[src/rtl/packet_assembler_if.sv]
// Beat stream interface feeding packet_assembler: data carries {header, payload}.
interface axi_stream_if #(
  parameter int DATA_WIDTH_BYTES = 3
);
  logic                          valid;
  logic                          ready;
  logic                          last;
  logic [DATA_WIDTH_BYTES*8-1:0] data;

  modport slave  (input valid, input data, input last, output ready);
  modport master (output valid, output data, output last, input ready);
endinterface

[src/rtl/packet_assembler.sv]
// Multi-channel packet assembler with round-robin packet presentation.
// Optional idle timeout for partial packets: define PACKET_ASSEMBLER_TIMEOUT_EN.
module packet_assembler #(
  parameter int MAX_BEATS          = 4,
  parameter int HEADER_WIDTH_BYTES = 1,
  parameter int DATA_WIDTH_BYTES   = 2,
  parameter int NUM_CHANNELS       = 2,
  parameter int TIMEOUT_CYCLES     = 16,
  localparam int DATA_WIDTH   = DATA_WIDTH_BYTES * 8,
  localparam int HEADER_WIDTH = HEADER_WIDTH_BYTES * 8,
  localparam int CH_W         = (NUM_CHANNELS > 1) ? $clog2(NUM_CHANNELS) : 1,
  localparam int LEN_W        = $clog2(MAX_BEATS) + 1
) (
  input  logic                                 clk,
  input  logic                                 rst_n,
  axi_stream_if.slave                          stream_in,
  output logic                                 valid_o,
  input  logic                                 ready_i,
  output logic [CH_W-1:0]                      channel_o,
  output logic [LEN_W-1:0]                     length_o,
  output logic [MAX_BEATS-1:0][DATA_WIDTH-1:0] data_o,
  output logic                                 error_o,
  output logic                                 drop_o
);

  localparam int                      IDX_W      = (MAX_BEATS > 1) ? $clog2(MAX_BEATS) : 1;
  localparam logic [LEN_W-1:0]        MAX_LEN    = LEN_W'(MAX_BEATS);
  localparam logic [HEADER_WIDTH-1:0] NUM_CH_HDR = HEADER_WIDTH'(NUM_CHANNELS);
  localparam logic [CH_W-1:0]         LAST_CH    = CH_W'(NUM_CHANNELS - 1);

  typedef logic [MAX_BEATS-1:0][DATA_WIDTH-1:0] beats_t;

  beats_t                  buffer   [NUM_CHANNELS];
  beats_t                  buffer_n [NUM_CHANNELS];
  logic [LEN_W-1:0]        count    [NUM_CHANNELS];
  logic [LEN_W-1:0]        count_n  [NUM_CHANNELS];
  logic [NUM_CHANNELS-1:0] complete;
  logic [NUM_CHANNELS-1:0] complete_n;
  logic [NUM_CHANNELS-1:0] trunc;
  logic [NUM_CHANNELS-1:0] trunc_n;
  logic [CH_W-1:0]         rr_ptr;

  logic [HEADER_WIDTH-1:0] header;
  logic [DATA_WIDTH-1:0]   payload;
  logic [CH_W-1:0]         sel;
  logic                    hdr_ok;
  logic                    accept;
  logic                    xfer;
  logic                    drop_n;
  logic                    pick_ok;
  logic [CH_W-1:0]         pick;
  logic [CH_W-1:0]         cand;
  beats_t                  pick_data;

`ifdef PACKET_ASSEMBLER_TIMEOUT_EN
  localparam int             TO_W    = $clog2(TIMEOUT_CYCLES + 1);
  localparam logic [TO_W-1:0] TO_LAST = TO_W'(TIMEOUT_CYCLES - 1);
  logic [TO_W-1:0] idle   [NUM_CHANNELS];
  logic [TO_W-1:0] idle_n [NUM_CHANNELS];
`endif

  assign header          = stream_in.data[DATA_WIDTH +: HEADER_WIDTH];
  assign payload         = stream_in.data[DATA_WIDTH-1:0];
  assign sel             = header[CH_W-1:0];
  assign hdr_ok          = (header < NUM_CH_HDR);
  // A complete channel stalls only beats addressed to it; unknown channels are always sunk.
  assign stream_in.ready = !(hdr_ok && complete[sel]);
  assign accept          = stream_in.valid && stream_in.ready;
  assign xfer            = valid_o && ready_i;

  always_comb begin
    buffer_n = buffer;
    drop_n   = 1'b0;
    for (int c = 0; c < NUM_CHANNELS; c++) begin
      if (xfer && (channel_o == CH_W'(c))) begin
        count_n[c]    = '0;
        complete_n[c] = 1'b0;
        trunc_n[c]    = 1'b0;
      end else begin
        count_n[c]    = count[c];
        complete_n[c] = complete[c];
        trunc_n[c]    = trunc[c];
      end
    end
    if (accept && hdr_ok) begin
      if (count[sel] < MAX_LEN) begin
        buffer_n[sel][count[sel][IDX_W-1:0]] = payload;
        count_n[sel] = count[sel] + LEN_W'(1);
      end else begin
        trunc_n[sel] = 1'b1;
      end
      complete_n[sel] = stream_in.last;
    end else begin
      drop_n = accept;
    end
`ifdef PACKET_ASSEMBLER_TIMEOUT_EN
    for (int c = 0; c < NUM_CHANNELS; c++) begin
      if (accept && hdr_ok && (sel == CH_W'(c))) begin
        idle_n[c] = '0;
      end else if ((count[c] != '0) && !complete[c]) begin
        if (idle[c] == TO_LAST) begin
          idle_n[c]  = '0;
          count_n[c] = '0;
          trunc_n[c] = 1'b0;
          drop_n     = 1'b1;
        end else begin
          idle_n[c] = idle[c] + TO_W'(1);
        end
      end else begin
        idle_n[c] = '0;
      end
    end
`endif
  end

  // Arbitrate on next-cycle completion so a packet can present right after its last beat.
  always_comb begin
    pick_ok = 1'b0;
    pick    = rr_ptr;
    cand    = rr_ptr;
    for (int i = 1; i <= NUM_CHANNELS; i++) begin
      cand = CH_W'((int'(rr_ptr) + i) % NUM_CHANNELS);
      if (!pick_ok && complete_n[cand]) begin
        pick_ok = 1'b1;
        pick    = cand;
      end else begin
        pick_ok = pick_ok;
      end
    end
    for (int b = 0; b < MAX_BEATS; b++) begin
      pick_data[b] = (LEN_W'(b) < count_n[pick]) ? buffer_n[pick][b] : '0;
    end
  end

  always_ff @(posedge clk or negedge rst_n) begin
    if (!rst_n) begin
      for (int c = 0; c < NUM_CHANNELS; c++) begin
        buffer[c] <= '0;
        count[c]  <= '0;
      end
      complete  <= '0;
      trunc     <= '0;
      rr_ptr    <= LAST_CH;
      valid_o   <= 1'b0;
      channel_o <= '0;
      length_o  <= '0;
      data_o    <= '0;
      error_o   <= 1'b0;
      drop_o    <= 1'b0;
    end else begin
      buffer   <= buffer_n;
      count    <= count_n;
      complete <= complete_n;
      trunc    <= trunc_n;
      drop_o   <= drop_n;
      if (!valid_o || ready_i) begin
        valid_o <= pick_ok;
        if (pick_ok) begin
          channel_o <= pick;
          rr_ptr    <= pick;
          length_o  <= count_n[pick];
          data_o    <= pick_data;
          error_o   <= trunc_n[pick];
        end else begin
          channel_o <= '0;
          length_o  <= '0;
          data_o    <= '0;
          error_o   <= 1'b0;
        end
      end
    end
  end

`ifdef PACKET_ASSEMBLER_TIMEOUT_EN
  always_ff @(posedge clk or negedge rst_n) begin
    if (!rst_n) begin
      for (int c = 0; c < NUM_CHANNELS; c++) begin
        idle[c] <= '0;
      end
    end else begin
      idle <= idle_n;
    end
  end
`endif

endmodule
[src/flat_wrapper.sv]
// flat-port wrapper written by rule: the top's interface ports become plain ports
module packet_assembler_flat 
#(
  parameter int MAX_BEATS          = 4,
  parameter int HEADER_WIDTH_BYTES = 1,
  parameter int DATA_WIDTH_BYTES   = 2,
  parameter int NUM_CHANNELS       = 2,
  parameter int TIMEOUT_CYCLES     = 16,
  localparam int DATA_WIDTH   = DATA_WIDTH_BYTES * 8,
  localparam int HEADER_WIDTH = HEADER_WIDTH_BYTES * 8,
  localparam int CH_W         = (NUM_CHANNELS > 1) ? $clog2(NUM_CHANNELS) : 1,
  localparam int LEN_W        = $clog2(MAX_BEATS) + 1
)
  (clk, rst_n, valid_o, ready_i, channel_o, length_o, data_o, error_o, drop_o, stream_in_valid, stream_in_data, stream_in_last, stream_in_ready);
  axi_stream_if #(.DATA_WIDTH_BYTES(DATA_WIDTH_BYTES)) stream_in_i ();
  input  logic clk;
  input  logic rst_n;
  output logic valid_o;
  input  logic ready_i;
  output logic [CH_W-1:0] channel_o;
  output logic [LEN_W-1:0] length_o;
  output logic [MAX_BEATS-1:0][DATA_WIDTH-1:0] data_o;
  output logic error_o;
  output logic drop_o;
  input wire logic [$bits(stream_in_i.valid)-1:0] stream_in_valid;
  input wire logic [$bits(stream_in_i.data)-1:0] stream_in_data;
  input wire logic [$bits(stream_in_i.last)-1:0] stream_in_last;
  output wire logic [$bits(stream_in_i.ready)-1:0] stream_in_ready;
  assign stream_in_i.valid = stream_in_valid;
  assign stream_in_i.data = stream_in_data;
  assign stream_in_i.last = stream_in_last;
  assign stream_in_ready = stream_in_i.ready;
  packet_assembler #(.MAX_BEATS(MAX_BEATS), .HEADER_WIDTH_BYTES(HEADER_WIDTH_BYTES), .DATA_WIDTH_BYTES(DATA_WIDTH_BYTES), .NUM_CHANNELS(NUM_CHANNELS), .TIMEOUT_CYCLES(TIMEOUT_CYCLES)) u_core (.clk(clk), .rst_n(rst_n), .stream_in(stream_in_i), .valid_o(valid_o), .ready_i(ready_i), .channel_o(channel_o), .length_o(length_o), .data_o(data_o), .error_o(error_o), .drop_o(drop_o));
endmodule
[config.mk]
export PLATFORM = sky130hd
export DESIGN_NAME = packet_assembler_flat
export DESIGN_NICKNAME = d
export VERILOG_FILES = /design/src/rtl/packet_assembler_if.sv /design/src/rtl/packet_assembler.sv /design/src/flat_wrapper.sv
export SDC_FILE = /design/constraint.sdc
export NUM_CORES = 1
export LEC_CHECK = 0
export BUFFER_PORTS_ARGS = -buffer_cell sky130_fd_sc_hd__clkbuf_2
export CAP_MARGIN = 25
export CORE_MARGIN = 2
export CORE_UTILIZATION = 44
export CTS_CLUSTER_DIAMETER = 80
export DETAILED_ROUTE_END_ITERATION = 16
export GPL_ROUTABILITY_DRIVEN = 0
export PLACE_DENSITY_LB_ADDON = 0.15
export REMOVE_ABC_BUFFERS = 1
export SLEW_MARGIN = 20
export SYNTH_ARGS = -nofsm -noshare
export SYNTH_HDL_FRONTEND = slang
export SYNTH_SLANG_ARGS = --single-unit
[constraint.sdc]
create_clock -name clk -period 2.26 [get_ports clk]
set_input_delay 0.339 -clock clk [delete_from_list [all_inputs] [get_ports clk]]
set_output_delay 0.339 -clock clk [all_outputs]
set_load 0.005 [all_outputs]
==> key figures <==
Status
  – Status: finished, final reports clean

Clocking
  – Cts repair resizes: 0
  – CTS Root Cell: clkbuf_4
  – Clock buffer count from CTS: 3
  – H-tree depth: 1
  – Reg clk slew, reported paths: about 0.090 ns
  – CTS max path bufs: 2
  – TritonCTS clock tree: done
  – Clock Sinks: 17
  – Worst-skew pair later-pin latency: approximately 0.28 ns

Floorplan
  – IO Count: 93
  – Die X: between 50 and 60 um
  – Die area: 0.003378 mm^2
  – Core Box Area: about 0.0028 mm^2
  – Initial Utilization: 46.33%
  – Die height: approximately 58 um
  – Placement row count: 19

Route
  – 1st-iter DRT viols: 10
  – Iteration count of the initial detailed-routing pass: 4
  – Drc violations: 0
  – Via density: ~4
  – WL/cell: 10.53 um
  – WL final: 1.822 mm
  – Final antenna-violating net count: 0
  – Vias: slightly below 700

Synthesis
  – EDFF count, synth: 0
  – Synth cell types: 24
  – Flops & latches, synth: 17
  – Post-synth ARST share: 100.0%
  – Mean area per synthesized cell: 9.838 um^2
  – Top FF cell, synth: dfrtp_1
  – Mapped Cells: roughly 130
  – Syn. warnings: 0
  – Netlist Area Pre-Place: 0.001289 mm^2
  – Seq/Total Area, Yosys: 33.11%

Job
  – Max-cap violation count: 0

Worst setup path
  – Delay-heaviest family, CP: compound AO/OA/AOI/OAI gates
  – Crit path capture: u_core.length_o[0]$_DFFE_PN0N_
  – Largest stage delay, worst path: 0.56 ns
  – Reg2Reg Setup Slack: between 0.6 and 0.7 ns
  – Cells on worst reg2reg path: 4
  – WP depth: 4
  – CP Capture Type: flop
  – WP data arrival: around 1.7 ns
  – Worst Path Required: about 2.4 ns
  – CP Launch Type: flop
  – Capture point of the worst reg-to-reg path: u_core.length_o[0]$_DFFE_PN0N_
  – Critical path origin: u_core.valid_o$_DFFE_PN0N_
  – RR Startpoint: u_core.valid_o$_DFFE_PN0N_
  – CP max stage cell: dfrtp_1
  – Crit path kind: reg -> reg
  – Crit Path Max Fanout: 11
  – CP Cell Sequence: nand2_2, a31oi_4, a211oi_1, a311oi_1
  – CP Buf/Inv Count: 0

Timing
  – Tmin final: ~1.6 ns
  – Final Hold Viols: 0
  – Fmax: 0.6393 GHz
  – Fin. max-slew vios: 0
  – Setup Skew: ~0.0048 ns
  – Setup TNS: 0 ns
  – Hold_ws: between 0.4 and 0.5 ns
  – RSZ-0062 raised after global routing: false
  – Crit share post-route: between 60% and 70%
  – Final setup vio count: 0

Worst hold path
  – Hold crit path type: in -> reg

Finish
  – Commonest non-fill, non-tap cell in the layout: conb_1
  – Final net count: between 150 and 200
  – Commonest cells after routing, fill and taps aside: conb_1 (66), dfrtp_1 (16), clkbuf_2 (8), nor2b_1 (6), inv_1 (6)
  – Fraction of layout instances using a drive strength above 1: 13.38%
  – Synth-to-Final Area Change: -11.46%
  – Fin util: a little over 40%
  – # diodes: 0

Placed design
  – Port bufs: 8
  – Dpl hpwl: approximately 1.4 mm

Global route
  – Initial antenna violation count: 0
  – GRT Total Usage: about 11%
  – Vias in the first global route: 574
  – First-pass GRT wire length: roughly 2.9 mm
  – GRT Residual Overflow: 0
  – Largest net degree at the start of global routing: 18

Pwr
  – Power Dens Cells: about 430 mW/mm^2
  – Final Total Pwr: ~500 uW
  – Leakage: between 0.6 and 0.7 nW
  – Maximum VDD drop: roughly 0.40 mV
==> Yosys cell counts (all sizes together), types with 2 or more instances <==
| cell | n | area, um^2 |
|---|---|---|
| a311oi | 4 | 35.03 |
| nand3b | 4 | 30.03 |
| nand2 | 4 | 17.52 |
| and4b | 4 | 40.04 |
| nor2b | 6 | 37.54 |
| mux2 | 2 | 22.52 |
| dfrtp | 16 | 400.4 |
| inv | 6 | 22.52 |
| and2 | 5 | 32.53 |
| buf | 67 | 506.7 |
| a211oi | 4 | 30.03 |
==> cell families (layout without fill, tap and decap cells) <==
family | count (synthesis) | in the layout | share of synthesized area [%]
AOI/OAI and AO/OA | 13 | 13 | 10.19
buffers and inverters | 73 | 19 | 41.07
other | 1 | 66 | 0.2910
and+or+nand+nor | 25 | 25 | 13.59
muxes | 2 | 2 | 1.747
DFF | 17 | 17 | 33.11
==> final cells by class <==
type / count / area (um^2)
repair buffers: 9 / 50.05
multi-input cells: 106 / 576.8
inverters: 6 / 22.52
clock buffers: 4 / 26.28
flip-flops and latches: 17 / 426.7
fillers: 280 / 1640
well taps: 31 / 38.79
==> flip-flops by register name, indices dropped and copies added, names as in the netlist <==
name and cells:
u_core.length_o 3, u_core.rr_ptr 1, u_core.error_o 1, u_core.count 6
u_core.valid_o 1, u_core.trunc 2, u_core.complete 2, u_core.channel_o 1
==> worst min path at each step <==
stage                  from                           end  slack, ns  cells past startpoint
CTS                 ready_i  u_core.channel_o$_DFFE_PN0N_       0.45                      3
detailed placement    rst_n  u_core.channel_o$_DFFE_PN0N_       0.29                      1
finish              ready_i  u_core.channel_o$_DFFE_PN0N_       0.47                      3
global placement      rst_n  u_core.channel_o$_DFFE_PN0N_       0.29                      1
floorplan             rst_n  u_core.channel_o$_DFFE_PN0N_       0.04                      0
global route        ready_i  u_core.channel_o$_DFFE_PN0N_       0.49                      3
==> worst min-delay path, stage by stage <==
cell and delay, ns:
clkbuf_2 0.16, inv_1 0.08, a32o_1 0.14
==> per-layer routing <==
| metal | GRT usage, % | routed length, um | vias to the layer above |
|---|---|---|---|
| li1 | - | - | 324 |
| met1 | 14.99 | 786 | 324 |
| met2 | 17.21 | 886 | 39 |
| met3 | 4.241 | 149 | 0 |
| met4 | 0.9967 | 0 | 0 |
| met5 | 0 | 0 | - |
==> stage by stage <==
step / setup slack [ns] / instance area, um^2 / std cells
2_1_floorplan: 0.9267 / 1026 / 129
3_3_place_gp: 0.7834 / 1105 / 168
3_5_place_dp: 0.7328 / 1105 / 168
4_1_cts: 0.7101 / 1141 / 173
5_1_grt: 0.5838 / 1141 / 173
6_report: 0.6957 / 1141 / 173
==> timing repair <==
item / in CTS / in global routing
hold buffers: 1 / 0
endpoints found under the hold margin: 16 / 0
buffers inserted: 0 / 0
endpoints found under the setup margin: 0 / 0
==> power by group <==
part	leakage [nW]	switching, mW	internal (mW)
Clock	0.0150	0.0851	0.0685
Sequential	0.234	0	0.304
Combinational	0.404	0.0348	0.00358
No activity file was read; power rests on OpenSTA's default activity.
